`config.mk`:
```
export PLATFORM = sky130hd
export DESIGN_NAME = uart_rx_param
export DESIGN_NICKNAME = d
export VERILOG_FILES = /design/src/rtl/uart_rx_param.sv
export SDC_FILE = /design/constraint.sdc
export NUM_CORES = 1
export LEC_CHECK = 0
export CELL_PAD_IN_SITES_DETAIL_PLACEMENT = 2
export CELL_PAD_IN_SITES_GLOBAL_PLACEMENT = 2
export CORE_UTILIZATION = 35
export CTS_CLUSTER_SIZE = 20
export DETAILED_ROUTE_END_ITERATION = 10
export DONT_BUFFER_PORTS = 1
export PLACE_DENSITY_LB_ADDON = 0.1
export SLEW_MARGIN = 20
export SYNTH_ARGS = -nofsm -noshare
export SYNTH_HDL_FRONTEND = slang
export SYNTH_SLANG_ARGS = --single-unit
```
`constraint.sdc`:
```
create_clock -name clk -period 1.9 [get_ports clk]
set_clock_uncertainty 0.2 [all_clocks]
set_input_delay 0.095 -clock clk [delete_from_list [all_inputs] [get_ports clk]]
set_output_delay 0.095 -clock clk [all_outputs]
set_load 0.02 [all_outputs]
```
`src/rtl/uart_rx_param.sv`:
```
// rtl/uart_rx_param.sv - parametrised oversampling UART receiver with valid/ready holding register
//
// Ports:
//   clk          system clock, all logic on the rising edge
//   reset        synchronous, active-high
//   rx           asynchronous serial line, idle high
//   data_out     received word, LSB = first data bit
//   data_valid   holding register full
//   data_ready   consumer accepts the held word
//   parity_err   parity mismatch on the held word, qualified by data_valid
//   frame_error  one-cycle pulse, a stop bit decided low
//   overrun      one-cycle pulse, a completed word was dropped
//   rts          registered flow control, low = ready to receive
//   busy         high while a frame is in progress

module uart_rx_param #(
  parameter int CLK_FREQ   = 12000000,
  parameter int BAUD_RATE  = 115200,
  parameter int OVERSAMPLE = 16,
  parameter int DATA_BITS  = 8,
  parameter int PARITY     = 0,
  parameter int STOP_BITS  = 1
) (
  input  logic                 clk,
  input  logic                 reset,
  input  logic                 rx,
  output logic [DATA_BITS-1:0] data_out,
  output logic                 data_valid,
  input  logic                 data_ready,
  output logic                 parity_err,
  output logic                 frame_error,
  output logic                 overrun,
  output logic                 rts,
  output logic                 busy
);

  localparam int TICKS_PER_SAMPLE = CLK_FREQ / (BAUD_RATE * OVERSAMPLE);
  localparam int TW = (TICKS_PER_SAMPLE > 1) ? $clog2(TICKS_PER_SAMPLE) : 1;
  localparam int SW = $clog2(OVERSAMPLE);

  if (TICKS_PER_SAMPLE < 1) begin : g_bad_ticks
    $error("uart_rx_param: TICKS_PER_SAMPLE must be at least 1");
  end
  if ((OVERSAMPLE < 4) || (OVERSAMPLE % 2 != 0) || (DATA_BITS < 5) || (DATA_BITS > 9) ||
      (PARITY < 0) || (PARITY > 2) || (STOP_BITS < 1) || (STOP_BITS > 2)) begin : g_bad_cfg
    $error("uart_rx_param: unsupported frame configuration");
  end

  localparam logic [TW-1:0] TICK_LAST = TW'(TICKS_PER_SAMPLE - 1);
  localparam logic [SW-1:0] S_LAST    = SW'(OVERSAMPLE - 1);
  localparam logic [SW-1:0] S_DECIDE  = SW'(OVERSAMPLE / 2 + 1);
  localparam logic [3:0]    DATA_LAST = 4'(DATA_BITS - 1);
  localparam logic [3:0]    STOP_LAST = 4'(STOP_BITS - 1);

  typedef enum logic [2:0] {S_IDLE, S_START, S_DATA, S_PARITY, S_STOP, S_BREAK} state_e;

  state_e               state_q, state_d;
  logic                 sync1_q, sync2_q, prev_q;
  logic [TW-1:0]        tick_cnt_q, tick_cnt_d;
  logic [SW-1:0]        samp_q, samp_d;
  logic [1:0]           hist_q;
  logic [3:0]           bit_idx_q, bit_idx_d;
  logic [DATA_BITS-1:0] shift_q, shift_d;
  logic                 par_bad_q, par_bad_d;
  logic [DATA_BITS-1:0] data_q;
  logic                 valid_q, perr_q, fe_q, ov_q, rts_q;

  logic start_edge, tick, decide, wrap, bit_val, par_x, commit, fe_set;

  assign start_edge = prev_q & ~sync2_q;
  assign tick       = (tick_cnt_q == TICK_LAST);
  assign decide     = tick && (samp_q == S_DECIDE);
  assign wrap       = tick && (samp_q == S_LAST);
  // hist_q holds samples OVERSAMPLE/2-1 and OVERSAMPLE/2; the third vote is the live sample.
  assign bit_val    = (hist_q[1] & hist_q[0]) | (hist_q[1] & sync2_q) | (hist_q[0] & sync2_q);
  assign par_x      = (^shift_q) ^ bit_val;

  always_comb begin
    state_d    = state_q;
    tick_cnt_d = tick ? '0 : tick_cnt_q + TW'(1);
    samp_d     = samp_q;
    bit_idx_d  = bit_idx_q;
    shift_d    = shift_q;
    par_bad_d  = par_bad_q;
    commit     = 1'b0;
    fe_set     = 1'b0;
    if (tick) samp_d = wrap ? '0 : samp_q + SW'(1);
    case (state_q)
      S_IDLE: begin
        if (start_edge) begin
          state_d    = S_START;
          tick_cnt_d = '0;
          samp_d     = '0;
          par_bad_d  = 1'b0;
        end
      end
      S_START: begin
        if (decide && bit_val) begin
          state_d = S_IDLE;  // line came back high: glitch, not a start bit
        end else if (wrap) begin
          state_d   = S_DATA;
          bit_idx_d = '0;
        end
      end
      S_DATA: begin
        if (decide) shift_d = {bit_val, shift_q[DATA_BITS-1:1]};
        if (wrap) begin
          if (bit_idx_q == DATA_LAST) begin
            state_d   = (PARITY != 0) ? S_PARITY : S_STOP;
            bit_idx_d = '0;
          end else begin
            bit_idx_d = bit_idx_q + 4'd1;
          end
        end
      end
      S_PARITY: begin
        if (decide) par_bad_d = (PARITY == 1) ? ~par_x : par_x;
        if (wrap) begin
          state_d   = S_STOP;
          bit_idx_d = '0;
        end
      end
      S_STOP: begin
        if (decide && !bit_val) begin
          fe_set  = 1'b1;
          state_d = S_BREAK;
        end else if (decide && (bit_idx_q == STOP_LAST)) begin
          // Commit on the decision tick so a following start bit is never missed.
          commit  = 1'b1;
          state_d = S_IDLE;
        end else if (wrap) begin
          bit_idx_d = bit_idx_q + 4'd1;
        end
      end
      S_BREAK: begin
        if (sync2_q) state_d = S_IDLE;
      end
      default: state_d = S_IDLE;
    endcase
  end

  always_ff @(posedge clk) begin
    if (reset) begin
      state_q    <= S_IDLE;
      sync1_q    <= 1'b1;
      sync2_q    <= 1'b1;
      prev_q     <= 1'b0;
      tick_cnt_q <= '0;
      samp_q     <= '0;
      hist_q     <= '0;
      bit_idx_q  <= '0;
      shift_q    <= '0;
      par_bad_q  <= 1'b0;
      data_q     <= '0;
      valid_q    <= 1'b0;
      perr_q     <= 1'b0;
      fe_q       <= 1'b0;
      ov_q       <= 1'b0;
      rts_q      <= 1'b0;
    end else begin
      state_q    <= state_d;
      sync1_q    <= rx;
      sync2_q    <= sync1_q;
      prev_q     <= sync2_q;
      tick_cnt_q <= tick_cnt_d;
      samp_q     <= samp_d;
      if (tick) hist_q <= {hist_q[0], sync2_q};
      bit_idx_q  <= bit_idx_d;
      shift_q    <= shift_d;
      par_bad_q  <= par_bad_d;
      if (commit && (!valid_q || data_ready)) begin
        data_q  <= shift_q;
        perr_q  <= par_bad_q;
        valid_q <= 1'b1;
      end else if (valid_q && data_ready) begin
        valid_q <= 1'b0;
      end
      ov_q  <= commit && valid_q && !data_ready;
      fe_q  <= fe_set;
      rts_q <= valid_q && !data_ready;
    end
  end

  assign data_out    = data_q;
  assign data_valid  = valid_q;
  assign parity_err  = perr_q;
  assign frame_error = fe_q;
  assign overrun     = ov_q;
  assign rts         = rts_q;
  assign busy        = (state_q != S_IDLE);

endmodule

```
==> impl_results.md <==
- Outcome: finished with violations
- Failing checks: hold timing, setup timing
- Congestion Overflow GR: 0
- HP Start: reset
- Reg-to-reg startpoint: tick_cnt_q[1]$_SDFF_PP0_
- Post-layout instance area: 0.00230 mm2
- Area growth syn-to-layout: 24.3%
- Mean post-synth cell area: 9.21 um2
- Antenna violations before repair: 0
- Core Rows: 26
- CTS tree: built
- Register-to-Register Path Depth: 6
- Final count of hold timing violations: 30
- Worst-margin pin slew: 0.325 ns
- HPWL reported at the end of detailed placement: 3310 um
- Total die area: 0.00558 mm2
- Worst EP required: 1.89 ns
- Violation count after the first detailed-route iteration: 50
- Chip width: 74.7 um
- Largest net degree at the start of global routing: 37
- Power, Total: 1.92 mW
- Path type of the worst min-delay path: primary input to flop
- Routed via count: 1495
- Clock sink count: 41
- Synth warnings: 0
- Diode insertion count for antenna repair: 0
- Post-CTS setup buffers: 0
- Layout Nets: 228
- Clock root buffer: sky130_fd_sc_hd__clkbuf_8
- Core area: 0.00511 mm2
- Vert. Die Dim: 74.7 um
- CP endpoint kind: flop
- Top cells by area in the synthesized netlist: sky130_fd_sc_hd__dfxtp_1, sky130_fd_sc_hd__mux2i_1, sky130_fd_sc_hd__nor2_1
- Crit path DAT: 1.92 ns
- Main flop type after synthesis: sky130_fd_sc_hd__dfxtp_1
- Final count of negative-setup-slack endpoints: 4
- Antenna violation net count after detailed routing: 0
- Aggregate negative setup slack: -0.0438 ns
- Critical path type: flop to flop
- Reg2Reg Setup Slack: -0.03 ns
- Count of flip-flops with a built-in enable after synthesis: 0
- Worst hold endpoint: data_out[1]$_SDFFE_PP0P_
- Routed wire length: 4740 um
- Yosys top cell area share: 44.4%
- Post-synth net total: 209
- Number of library cell types mapped by synthesis: 43
- Leakage power of the design: 0.837 nW
- Max FO, Critical Path: 5
- Post-Synthesis Cells: 201
- Clock slew seen by the registers of the worst setup and hold paths: 0.08 ns
- First-pass iteration count of the detailed router: 4
- Final slew viol count: 0
- Critical Path Source Type: flop
- Global-route wire length before repair: 7930 um
- Total global-route track usage: 19.1%
- Cts-stage hold buffer count: 7
- Unrepaired setup endpoints after global routing: true
- Number of stages on the worst hold path: 1
- Detailed-route wire length per cell: 16.3 um
- Fraction of final layout cells sized beyond drive strength 1: 20.5%
- Number of port buffers: 0
- Final weighted congestion of routability-driven global placement: 0.775
- Capture point of the worst reg-to-reg path: data_out[3]$_SDFFE_PP0P_
- Count of non-filler cells in the finished layout: 290
- DRC viols: 0
- I/O pins: 18
- CTS Buf Count: 5
- Largest area contributor in the synthesized netlist: sky130_fd_sc_hd__dfxtp_1
- Final Core Density: 45.1%
- Final critical-path setup slack: -0.0298 ns
- Max Freq: 518 MHz
- CTS Buffer Depth: 2
- Htree depth: 2
- Number of max-cap violations: 0
- Post-synthesis async set-or-reset flop share: 0%
- Tmin final: 1.93 ns
- Post-route clock period utilization: 102%
- Worst VDD drop: 0.350 mV
- Instance area after placement: 0.00202 mm2
- Register bit total from synthesis: 41
- Via count of the first global-routing pass: 1629
- Fill cell total of the finished layout: 554
- Insertion delay to the later sink of the worst-skew pair: 0.29 ns
- Number of vias per cell: 5.16
- Initial core utilization: 36.2%
- Headroom to the max-slew limit: 78.3%
- Worst hold slack across all endpoints: -0.338 ns
- Cell Pwr Density: 836 mW/mm2
- Total instance count after detailed placement: 275
- Sequential share of the synthesized area: 44.4%
- Mapped cell area: 0.00185 mm2
## flip-flops by register name, summed over array words and instances, names as in the netlist
signal / flops
shift_q: 8
tick_cnt_q: 3
state_q: 3
par_bad_q: 1
sync2_q: 1
parity_err: 1
hist_q: 2
bit_idx_q: 4
sync1_q: 1
data_valid: 1
rts: 1
data_out: 8
overrun: 1
prev_q: 1
frame_error: 1
samp_q: 4
## where the power goes
part | total, mW | switching [mW] | leakage, nW | internal (mW)
Clock | 0.680 | 0.298 | 0.0540 | 0.382
Combinational | 0.342 | 0.190 | 0.450 | 0.152
Sequential | 0.900 | 0.0162 | 0.333 | 0.884
## routing by layer
layer  vias to the layer above  part of all wire (%)  track usage, %
met5                         -                     0               0
met4                         0                   1.5            6.71
met3                         9                   2.8            4.95
met2                        18                    52            34.0
met1                       743                    44            22.1
li1                        725                     -               -
## synthesized netlist by cell type (2+ instances only)
cell type,instances
sky130_fd_sc_hd__dfxtp_1,41
sky130_fd_sc_hd__nor2_1,30
sky130_fd_sc_hd__mux2i_1,20
sky130_fd_sc_hd__nand3_1,10
sky130_fd_sc_hd__a21oi_1,9
sky130_fd_sc_hd__nand2_1,9
sky130_fd_sc_hd__xnor2_1,7
sky130_fd_sc_hd__clkbuf_1,6
sky130_fd_sc_hd__inv_1,6
sky130_fd_sc_hd__nand2b_1,6
sky130_fd_sc_hd__nor2b_1,5
sky130_fd_sc_hd__nor3_1,5
sky130_fd_sc_hd__ha_1,4
sky130_fd_sc_hd__o21ai_0,4
sky130_fd_sc_hd__and3_1,3
sky130_fd_sc_hd__xor2_1,3
sky130_fd_sc_hd__a21o_1,2
sky130_fd_sc_hd__and3b_1,2
sky130_fd_sc_hd__nand3b_1,2
sky130_fd_sc_hd__nor3b_1,2
sky130_fd_sc_hd__o21a_1,2
sky130_fd_sc_hd__or2_2,2
## cell type report
class | count | area (um2) | area share [%]
clock buffers | 5 | 68.8 | 2.99
clock inverters | 2 | 35.0 | 1.52
inverters | 6 | 22.5 | 0.979
multi-input cells | 145 | 1040 | 45.4
flip-flops and latches | 41 | 826 | 35.9
well taps | 70 | 87.6 | 3.81
repair buffers | 21 | 218 | 9.46
## critical path: stages (launching register included)
cell,delay [ns]
sky130_fd_sc_hd__dfxtp_2,0.34
sky130_fd_sc_hd__and4b_4,0.35
sky130_fd_sc_hd__and3_4,0.20
sky130_fd_sc_hd__and4b_2,0.30
sky130_fd_sc_hd__buf_12,0.15
sky130_fd_sc_hd__mux2i_4,0.21
sky130_fd_sc_hd__nor2_1,0.06
## what timing repair did
| item | CTS | global route |
|---|---|---|
| hold endpoints to repair | 39 | 29 |
| setup endpoints to repair | 17 | 19 |
| resized for setup | 8 | 13 |
| pin swaps | 2 | 3 |
| gates cloned | 0 | 1 |
## worst max-delay path by stage
stage                              startpoint                        to  slack, ns  cells past startpoint
finish               tick_cnt_q[1]$_SDFF_PP0_  data_out[3]$_SDFFE_PP0P_      -0.03                      6
global route        bit_idx_q[0]$_SDFFE_PP0P_  data_out[3]$_SDFFE_PP0P_       -0.1                      7
CTS                      samp_q[1]$_SDFF_PP0_  data_out[3]$_SDFFE_PP0P_     -0.008                      8
detailed placement       samp_q[1]$_SDFF_PP0_   state_q[2]$_SDFFE_PP0P_      -0.07                      7
global placement         samp_q[1]$_SDFF_PP0_   state_q[2]$_SDFFE_PP0P_       0.02                      7
floorplan             state_q[2]$_SDFFE_PP0P_  data_out[0]$_SDFFE_PP0P_       0.04                      7
## kinds of logic (layout without fill, tap and decap cells)
family / after synthesis / in the layout / share of synthesized area [%]
mux: 21 / 21 / 11.4
compound gates: 24 / 24 / 8.45
buf+inv: 15 / 34 / 3.31
flops: 41 / 41 / 44.4
simple gates: 85 / 85 / 24.4
xor+xnor: 10 / 10 / 4.73
fa+ha+maj: 5 / 5 / 3.31
## stage by stage
step,hold slack [ns],setup slack [ns]
global placement,-0.0330,0.0242
floorplan,-0.00119,0.0384
global route,-0.348,-0.0980
finish,-0.338,-0.0298
CTS,-0.345,-0.00762
detailed placement,-0.0304,-0.0734
## layout by cell type, fill, tap and decap left out, drive strengths merged, types with 4 or more instances in the layout
cell | Yosys | layout
mux2i | 20 | 20
ha | 4 | 4
inv | 6 | 6
buf | 3 | 13
dlygate4sd3 | 0 | 7
nand2b | 6 | 6
a21oi | 9 | 9
clkbuf | 6 | 6
nor2b | 5 | 5
nor3 | 6 | 6
nor2 | 30 | 30
dfxtp | 41 | 41
nand2 | 9 | 9
nand3 | 10 | 10
o21ai | 4 | 4
xnor2 | 7 | 7
Power figures use the tool's default switching activity.
